## config.mk

```make
export PLATFORM = sky130hd
export DESIGN_NAME = mult_err_monitor
export DESIGN_NICKNAME = d
export VERILOG_FILES = /design/src/rtl/mult_err_monitor_pkg.sv /design/src/rtl/mult_err_monitor_abs_diff.sv /design/src/rtl/mult_err_monitor.sv
export SDC_FILE = /design/constraint.sdc
export NUM_CORES = 1
export LEC_CHECK = 0
export CORE_UTILIZATION = 61
export DETAILED_ROUTE_END_ITERATION = 8
export HOLD_SLACK_MARGIN = 0.08
export PLACE_DENSITY = 0.87
export SYNTH_ARGS = -nofsm -noshare
export SYNTH_HDL_FRONTEND = slang
export SYNTH_HIERARCHICAL = 1
export SYNTH_SLANG_ARGS = --single-unit
export TNS_END_PERCENT = 10
```

## constraint.sdc

```tcl
create_clock -name clk -period 8.38 [get_ports clk]
set_input_delay 1.257 -clock clk [delete_from_list [all_inputs] [get_ports clk]]
set_output_delay 1.257 -clock clk [all_outputs]
set_load 0.02 [all_outputs]
```

## src/rtl/mult_err_monitor_pkg.sv

```systemverilog
// Shared types and width derivations for the approximate-multiplier error monitor.
package mult_err_monitor_pkg;

  localparam int unsigned W_DEF     = 6;
  localparam int unsigned NSAMP_DEF = 4096;

  localparam int unsigned PW_DEF = 2 * W_DEF;
  localparam int unsigned CW_DEF = 2 * W_DEF + 1;
  localparam int unsigned SW_DEF = 4 * W_DEF;

  typedef enum logic [1:0] {
    ST_IDLE  = 2'd0,
    ST_RUN   = 2'd1,
    ST_DRAIN = 2'd2,
    ST_DONE  = 2'd3
  } state_e;

endpackage

```

## src/rtl/mult_err_monitor_abs_diff.sv

```systemverilog
// Unsigned absolute difference |x - y| for PW-bit operands.
module abs_diff #(
  parameter int unsigned PW = 12
) (
  input  logic [PW-1:0] x,
  input  logic [PW-1:0] y,
  output logic [PW-1:0] d
);

  assign d = (x >= y) ? (x - y) : (y - x);

endmodule

```

## src/rtl/mult_err_monitor.sv

```systemverilog
// Measures error statistics of an approximate multiplier over a run of NSAMP samples.
// Handshake: a sample transfers on a cycle where in_valid and in_ready are both 1.
module mult_err_monitor
  import mult_err_monitor_pkg::*;
#(
  parameter int unsigned W     = W_DEF,
  parameter int unsigned NSAMP = NSAMP_DEF
) (
  input  logic              clk,
  input  logic              rst_n,
  input  logic              start,
  input  logic              in_valid,
  output logic              in_ready,
  input  logic [W-1:0]      a,
  input  logic [W-1:0]      b,
  input  logic [2*W-1:0]    c,
  output logic              busy,
  output logic              done,
  output logic [2*W:0]      sample_cnt,
  output logic [2*W:0]      err_cnt,
  output logic [4*W-1:0]    sum_ed,
  output logic [2*W-1:0]    max_ed,
  output logic [W-1:0]      max_a,
  output logic [W-1:0]      max_b,
  output state_e            dbg_state
);

  localparam int unsigned PW = 2 * W;
  localparam int unsigned CW = 2 * W + 1;
  localparam int unsigned SW = 4 * W;
  localparam logic [CW-1:0] LAST_CNT = CW'(NSAMP - 1);

  // Asynchronous assertion, release synchronized to clk.
  logic [1:0] rst_sync_q;
  logic       rst_int_n;

  always_ff @(posedge clk or negedge rst_n) begin
    if (!rst_n) rst_sync_q <= 2'b00;
    else        rst_sync_q <= {rst_sync_q[0], 1'b1};
  end

  assign rst_int_n = rst_sync_q[1];

  state_e state_q;
  logic   busy_q;
  logic   done_q;

  logic accept;
  logic last_accept;
  logic clear;

  logic [CW-1:0] sample_cnt_q;
  logic [CW-1:0] err_cnt_q,  err_cnt_d;
  logic [SW-1:0] sum_ed_q,   sum_ed_d;
  logic [PW-1:0] max_ed_q,   max_ed_d;
  logic [W-1:0]  max_a_q,    max_a_d;
  logic [W-1:0]  max_b_q,    max_b_d;

  logic          s1_valid_q;
  logic [PW-1:0] s1_prod_q;
  logic [PW-1:0] s1_c_q;
  logic [W-1:0]  s1_a_q;
  logic [W-1:0]  s1_b_q;

  logic [PW-1:0] prod;
  logic [PW-1:0] ed;

  assign in_ready    = (state_q == ST_RUN);
  assign accept      = in_valid && in_ready;
  assign last_accept = accept && (sample_cnt_q == LAST_CNT);
  assign clear       = start && ((state_q == ST_IDLE) || (state_q == ST_DONE));
  assign prod        = PW'(a) * PW'(b);

  always_ff @(posedge clk or negedge rst_int_n) begin
    if (!rst_int_n) begin
      state_q <= ST_IDLE;
      busy_q  <= 1'b0;
      done_q  <= 1'b0;
    end else begin
      case (state_q)
        ST_IDLE, ST_DONE: begin
          if (start) begin
            state_q <= ST_RUN;
            busy_q  <= 1'b1;
            done_q  <= 1'b0;
          end
        end
        ST_RUN: begin
          if (last_accept) state_q <= ST_DRAIN;
        end
        ST_DRAIN: begin
          // The last sample leaves stage 1 one edge after DRAIN is entered.
          if (!s1_valid_q) begin
            state_q <= ST_DONE;
            busy_q  <= 1'b0;
            done_q  <= 1'b1;
          end
        end
        default: begin
          state_q <= ST_IDLE;
          busy_q  <= 1'b0;
          done_q  <= 1'b0;
        end
      endcase
    end
  end

  abs_diff #(.PW(PW)) u_abs_diff (
    .x (s1_prod_q),
    .y (s1_c_q),
    .d (ed)
  );

  always_comb begin
    err_cnt_d = err_cnt_q;
    sum_ed_d  = sum_ed_q;
    max_ed_d  = max_ed_q;
    max_a_d   = max_a_q;
    max_b_d   = max_b_q;
    if (s1_valid_q) begin
      err_cnt_d = err_cnt_q + CW'(ed != '0);
      sum_ed_d  = sum_ed_q + SW'(ed);
      // Strict compare keeps the first operands on a tie.
      if (ed > max_ed_q) begin
        max_ed_d = ed;
        max_a_d  = s1_a_q;
        max_b_d  = s1_b_q;
      end
    end
  end

  always_ff @(posedge clk or negedge rst_int_n) begin
    if (!rst_int_n) begin
      s1_valid_q   <= 1'b0;
      s1_prod_q    <= '0;
      s1_c_q       <= '0;
      s1_a_q       <= '0;
      s1_b_q       <= '0;
      sample_cnt_q <= '0;
      err_cnt_q    <= '0;
      sum_ed_q     <= '0;
      max_ed_q     <= '0;
      max_a_q      <= '0;
      max_b_q      <= '0;
    end else begin
      s1_valid_q <= accept;
      if (accept) begin
        s1_prod_q <= prod;
        s1_c_q    <= c;
        s1_a_q    <= a;
        s1_b_q    <= b;
      end
      if (clear) begin
        sample_cnt_q <= '0;
        err_cnt_q    <= '0;
        sum_ed_q     <= '0;
        max_ed_q     <= '0;
        max_a_q      <= '0;
        max_b_q      <= '0;
      end else begin
        if (accept) sample_cnt_q <= sample_cnt_q + CW'(1);
        err_cnt_q <= err_cnt_d;
        sum_ed_q  <= sum_ed_d;
        max_ed_q  <= max_ed_d;
        max_a_q   <= max_a_d;
        max_b_q   <= max_b_d;
      end
    end
  end

  assign busy       = busy_q;
  assign done       = done_q;
  assign sample_cnt = sample_cnt_q;
  assign err_cnt    = err_cnt_q;
  assign sum_ed     = sum_ed_q;
  assign max_ed     = max_ed_q;
  assign max_a      = max_a_q;
  assign max_b      = max_b_q;
  assign dbg_state  = state_q;

endmodule

```

==> impl_metrics.json, run 1 <==
{
  "clkSlewWorstSetupHoldPaths_ns": 0.06,
  "synth_mux_area_frac": 0.0465,
  "nFillCells": 912,
  "path_class": "flop to flop",
  "tightest_slew_ns": 0.915,
  "syn_inst": 873,
  "cp-endpoint": "max_b[1]$_DFFE_PN0P_",
  "synth_edf_count": 0,
  "fin_crit_sh": 0.605,
  "fin_nets": 1100,
  "status": "finished, final reports clean",
  "initial_utilization": 0.629,
  "synth_area_leaders": "dfrtp_1, ha_1, nand2_1, fa_1, mux2i_1",
  "ys_seq_elements": 117,
  "first_iter_violations": 477,
  "setup_violations": 0,
  "slew_headroom": 0.390,
  "dieHeight_um": 117,
  "r2r_start": "s1_c_q[0]$_DFFE_PN0P_",
  "synth_flop_cell": "dfrtp_1",
  "grt_max_degree": 74,
  "clockBufferDepth": 2,
  "first_global_vias": 6404,
  "timing.fmax_ghz": 0.197,
  "crit_fanout": 17,
  "hold_viol": 0,
  "dieWidth_um": 117,
  "ys_types": 67,
  "crit_path_end_kind": "flop",
  "diodes": 0,
  "wl_um": 19100,
  "synth_top_area_frac": 0.366,
  "syn_nets": 994,
  "synth-simple-area-share": 0.191,
  "synth_warnings": 6,
  "grt_pass1_wl_um": 31700,
  "cts_tree": "built",
  "die_area_um2": 13600,
  "r2r_cells": 15,
  "r2r_slack_ns": 3.31,
  "port_buffers": 106,
  "drive_above_1_share": 0.0565,
  "synth_top_family_by_area": "simple AND/OR/NAND/NOR gates",
  "synthesis.area_um2": 8000,
  "cts_root_buf": "clkbuf_16",
  "rsz0062_at_grt": "false",
  "postCtsSetupRepairBufs": 0,
  "r2r_end": "max_b[1]$_DFFE_PN0P_",
  "yosysMostFrequentCell": "nand2_1",
  "dr.pass1.iters": 5,
  "io_pins": 107,
  "dp_hpwl_um": 13300,
  "vias": 6687,
  "critical_path.startpoint": "s1_c_q[0]$_DFFE_PN0P_",
  "grt_remaining_overflow": 0,
  "area_growth_pct": 22.6,
  "regArea_um2": 2930,
  "cts-hold-fix-buffers": 0,
  "gp_congestion": 0.879,
  "cap_violations": 0,
  "synthTopCellsByCount": "nand2_1, dfrtp_1, ha_1, nor2_1, inv_1",
  "slew_viol_final": 0,
  "drc": 0,
  "insertion_delay_ns": 0.42,
  "synth_adder_area_share": 0.164,
  "synth_top_area_cell": "dfrtp_1",
  "ys_seq_area_frac": 0.366,
  "clock_sink_count": 117,
  "core_um2": 12700,
  "required_ns": 8.65,
  "via_per_inst": 5.74,
  "routedWlPerCell_um": 16.4,
  "grt_usage": 0.308,
  "multiInputGateArea_um2": 4670,
  "avgSynthCellArea_um2": 9.16,
  "rows": 41,
  "fin_tns_setup_ns": 0,
  "period_minus_slack_ns": 5.07,
  "htree_num_levels": 4,
  "drtAntennaViolNets": 0,
  "grt_antenna_before_repair": 0,
  "critPathLaunchType": "flop",
  "clock-skew-final_ns": 0.00991,
  "cts_resized": 0,
  "worst_ep_arrival_time_ns": 5.34,
  "cts_made_buffers": 17,
  "hp-class": "flop to asynchronous set/reset pin",
  "synth-xor-area-share": 0.0504,
  "synth_compound_area_frac": 0.131,
  "synthArstFlopShare": 1.00
}
## final cells by class
type | instances | area share
Clock buffer | 20 | 0.0466
Inverter | 71 | 0.0272
Sequential cell | 117 | 0.299
Timing Repair Buffer | 111 | 0.112
Tap cell | 172 | 0.0219
Multi-Input combinational cell | 661 | 0.476
Clock inverter | 12 | 0.0168
## stage by stage
stage / area, µm² / hold slack, ns / util / worst slack (ns) / instances
3_5_place_dp: 9180 / 0.337 / 0.722 / 3.03 / 1132
2_1_floorplan: 8000 / 0.331 / - / 3.81 / 873
5_1_grt: 9800 / 0.369 / 0.771 / 3.12 / 1164
3_3_place_gp: 9180 / 0.339 / 0.722 / 3.12 / 1132
4_1_cts: 9800 / 0.348 / 0.771 / 3.36 / 1164
6_report: 9800 / 0.324 / 0.771 / 3.31 / 1164
## worst min path at each step
stage / end / slack (ns)
final: sample_cnt[3]$_DFFE_PN0P_ / 0.32
after global routing: rst_sync_q[1]$_DFF_PN0_ / 0.37
after CTS: sample_cnt[8]$_DFFE_PN0P_ / 0.35
after detailed placement: rst_sync_q[1]$_DFF_PN0_ / 0.34
after global placement: sample_cnt[2]$_DFFE_PN0P_ / 0.34
after floorplan: rst_sync_q[1]$_DFF_PN0_ / 0.33
## layout by cell type, fill, tap and decap left out, types with 28 or more instances in the layout
| master | instances |
|---|---|
| a21oi_1 | 56 |
| and2_1 | 28 |
| clkdlybuf4s50_1 | 106 |
| dfrtp_1 | 116 |
| ha_1 | 73 |
| inv_1 | 69 |
| mux2i_1 | 36 |
| nand2_1 | 137 |
| nor2_1 | 73 |
| o21ai_0 | 40 |
## state kept, by name (all words and copies together) (netlist names)
name / count
s1_prod_q: 12
s1_b_q: 6
s1_valid_q: 1
sum_ed: 24
max_ed: 12
s1_a_q: 6
dbg_state: 2
busy: 1
max_b: 6
done: 1
rst_sync_q: 2
max_a: 6
s1_c_q: 12
sample_cnt: 13
err_cnt: 13
## kinds of logic after synthesis
| group | Yosys count |
|---|---|
| simple gates | 326 |
| compound gates | 158 |
| flops | 117 |
| buf+inv | 95 |
| fa+ha+maj | 93 |
| xor+xnor | 46 |
| mux | 37 |
| other cells | 1 |
## routing by layer
metal	routed length, µm	global-route usage	vias up	part of all wire
li1	-	-	3178	-
met1	8260	0.408	3221	0.43
met2	9390	0.500	246	0.49
met3	1050	0.0675	42	0.055
met4	391	0.105	0	0.020
met5	0	0	-	0
## critical path: stages (launching register included)
cell and delay [ns]:
dfrtp_1 0.39, ha_1 0.24, fa_1 0.40, nand3b_1 0.22, and2_4 0.19, a211oi_4 0.40, nor2_2 0.17, a211o_1 0.31
a221oi_2 0.54, ha_1 0.25, nand4_1 0.14, a211o_1 0.34, a311oi_4 0.58, buf_4 0.43, mux2i_1 0.25, nor2_1 0.06
Power of run 1 is left out: the tool's default activity adds up to more than one toggle a clock period on the data nets, which glitch-free logic cannot reach.
==> run 2, diff against run 1 <==
--- a/config.mk
+++ b/config.mk
@@ -5,10 +5,10 @@
 export SDC_FILE = /design/constraint.sdc
 export NUM_CORES = 1
 export LEC_CHECK = 0
-export CORE_UTILIZATION = 61
+export CORE_UTILIZATION = 51
 export DETAILED_ROUTE_END_ITERATION = 8
 export HOLD_SLACK_MARGIN = 0.08
-export PLACE_DENSITY = 0.87
+export PLACE_DENSITY = 0.78
 export SYNTH_ARGS = -nofsm -noshare
 export SYNTH_HDL_FRONTEND = slang
 export SYNTH_HIERARCHICAL = 1
==> constraint.sdc (replaced) <==
create_clock -name clk -period 4.2 [get_ports clk]
set_input_delay 0.63 -clock clk [delete_from_list [all_inputs] [get_ports clk]]
set_output_delay 0.63 -clock clk [all_outputs]
set_load 0.02 [all_outputs]
==> impl_metrics.json, run 2 (synthesis results as in run 1) <==
{
  "worst_ep_arrival_time_ns": 4.44,
  "grt_pass1_wl_um": 31600,
  "r2r_start": "s1_prod_q[0]$_DFFE_PN0P_",
  "grt_usage": 0.246,
  "r2r_end": "max_ed[11]$_DFFE_PN0P_",
  "core_um2": 15300,
  "whs_ns": 0.365,
  "fin_crit_sh": 0.993,
  "final_cell_mix": "nand2_1, dfrtp_1, clkdlybuf4s50_1",
  "insertion_delay_ns": 0.42,
  "fin_nets": 1164,
  "dp_hpwl_um": 13800,
  "stdcell_count": 1267,
  "drc": 0,
  "vias": 6794,
  "clock_sink_count": 117,
  "dr.pass1.iters": 5,
  "cts_made_buffers": 17,
  "r2r_slack_ns": 0.03,
  "slew_viol_final": 0,
  "path_class": "flop to flop",
  "slew_headroom": 0.298,
  "clkSlewWorstSetupHoldPaths_ns": 0.06,
  "gp_congestion": 0.872,
  "hold_viol": 0,
  "status": "finished, final reports clean",
  "first_iter_violations": 504,
  "drive_above_1_share": 0.139,
  "layout_commonest_cell": "nand2_1",
  "clock-skew-final_ns": 0.00849,
  "clockBufferDepth": 2,
  "critPathMostFrequentCell": "a211o_1",
  "cp_top_family": "compound AO/OA/AOI/OAI gates",
  "grt_remaining_overflow": 0,
  "timing.fmax_ghz": 0.240,
  "placedCellCount": 1225,
  "critical_path.startpoint": "s1_prod_q[0]$_DFFE_PN0P_",
  "rows": 45,
  "slowest_delay_ns": 0.37,
  "routedWlPerCell_um": 15.3,
  "cts_tree": "built",
  "worst-path-buf-inv": 3,
  "slowest_stage": "mux2_1",
  "cts_root_buf": "clkbuf_16",
  "area_growth_pct": 31.4,
  "regArea_um2": 2930,
  "wl_um": 19400,
  "multiInputGateArea_um2": 4850,
  "crit_path_end_kind": "flop",
  "critPathLaunchType": "flop",
  "required_ns": 4.47,
  "path_cells": "inv_1, ha_2, fa_2, nand3b_1, and2_4, a211o_1, nand2_4, mux2_1, xnor2_2, ha_1, a21oi_1, a211o_1, a311oi_4, buf_6, buf_12, mux2i_1, nor2_1",
  "io_pins": 107,
  "via_per_inst": 5.36,
  "cap_violations": 0,
  "grt_antenna_before_repair": 0,
  "first_global_vias": 6526,
  "die_area_um2": 16200,
  "initial_utilization": 0.524,
  "grt_max_degree": 84,
  "hp-class": "input port to asynchronous set/reset pin",
  "dieWidth_um": 127,
  "setup_violations": 0,
  "dieHeight_um": 127,
  "port_buffers": 106,
  "cts-hold-fix-buffers": 0,
  "drtAntennaViolNets": 0,
  "period_minus_slack_ns": 4.17,
  "diodes": 0,
  "crit_fanout": 8,
  "rsz0062_at_grt": "true",
  "largest_reg_flops": 24,
  "tightest_slew_ns": 1.05,
  "r2r_cells": 17,
  "nFillCells": 1156,
  "htree_num_levels": 4
}
[run 2: repair_timing]
item | 4_1_cts | 5_1_grt
resized for setup | 1 | 43
endpoints found under the hold margin | 0 | 0
endpoints found under the setup margin | 11 | 45
pin swaps | 0 | 20
setup buffers | 0 | 9
cloned | 0 | 1
[run 2: layout make-up]
type | count | area share
Inverter | 71 | 0.0254
Sequential cell | 117 | 0.279
Clock inverter | 13 | 0.0117
Multi-Input combinational cell | 661 | 0.461
Tap cell | 211 | 0.0251
Timing Repair Buffer | 175 | 0.156
Clock buffer | 19 | 0.0422
[run 2: worst register-to-register path, stage by stage, from the launching register on]
cell	delay [ns]
dfrtp_1	0.34
inv_1	0.06
ha_2	0.20
fa_2	0.35
nand3b_1	0.18
and2_4	0.18
a211o_1	0.32
nand2_4	0.12
mux2_1	0.37
xnor2_2	0.36
ha_1	0.22
a21oi_1	0.07
a211o_1	0.33
a311oi_4	0.30
buf_6	0.18
buf_12	0.15
mux2i_1	0.22
nor2_1	0.06
[run 2: worst max-delay path by stage]
stage	cells after the start	slack (ns)	to
final	17	0.03	max_ed[11]$_DFFE_PN0P_
after global routing	18	-0.15	max_ed[11]$_DFFE_PN0P_
after CTS	14	0.05	s1_prod_q[10]$_DFFE_PN0P_
after detailed placement	14	-0.36	s1_prod_q[10]$_DFFE_PN0P_
after global placement	14	-0.26	s1_prod_q[11]$_DFFE_PN0P_
after floorplan	13	0.26	s1_prod_q[11]$_DFFE_PN0P_
[run 2: layer usage]
metal	wire length, µm	global-route usage	vias up
met5	0	0	-
met4	459	0.0945	0
met3	798	0.0398	29
met2	9500	0.414	194
met1	8660	0.320	3262
li1	-	-	3309
[run 2: through the flow]
| stage | setup TNS (ns) | util | cell area [µm²] | setup WS [ns] |
|---|---|---|---|---|
| global route | -3.01 | 0.689 | 10500 | -0.149 |
| global placement | -0.635 | 0.632 | 9650 | -0.260 |
| floorplan | 0 | - | 8000 | 0.260 |
| CTS | 0 | 0.670 | 10200 | 0.0516 |
| finish | 0 | 0.689 | 10500 | 0.0281 |
| detailed placement | -0.878 | 0.632 | 9650 | -0.361 |
Power of run 2 is left out for the same reason.
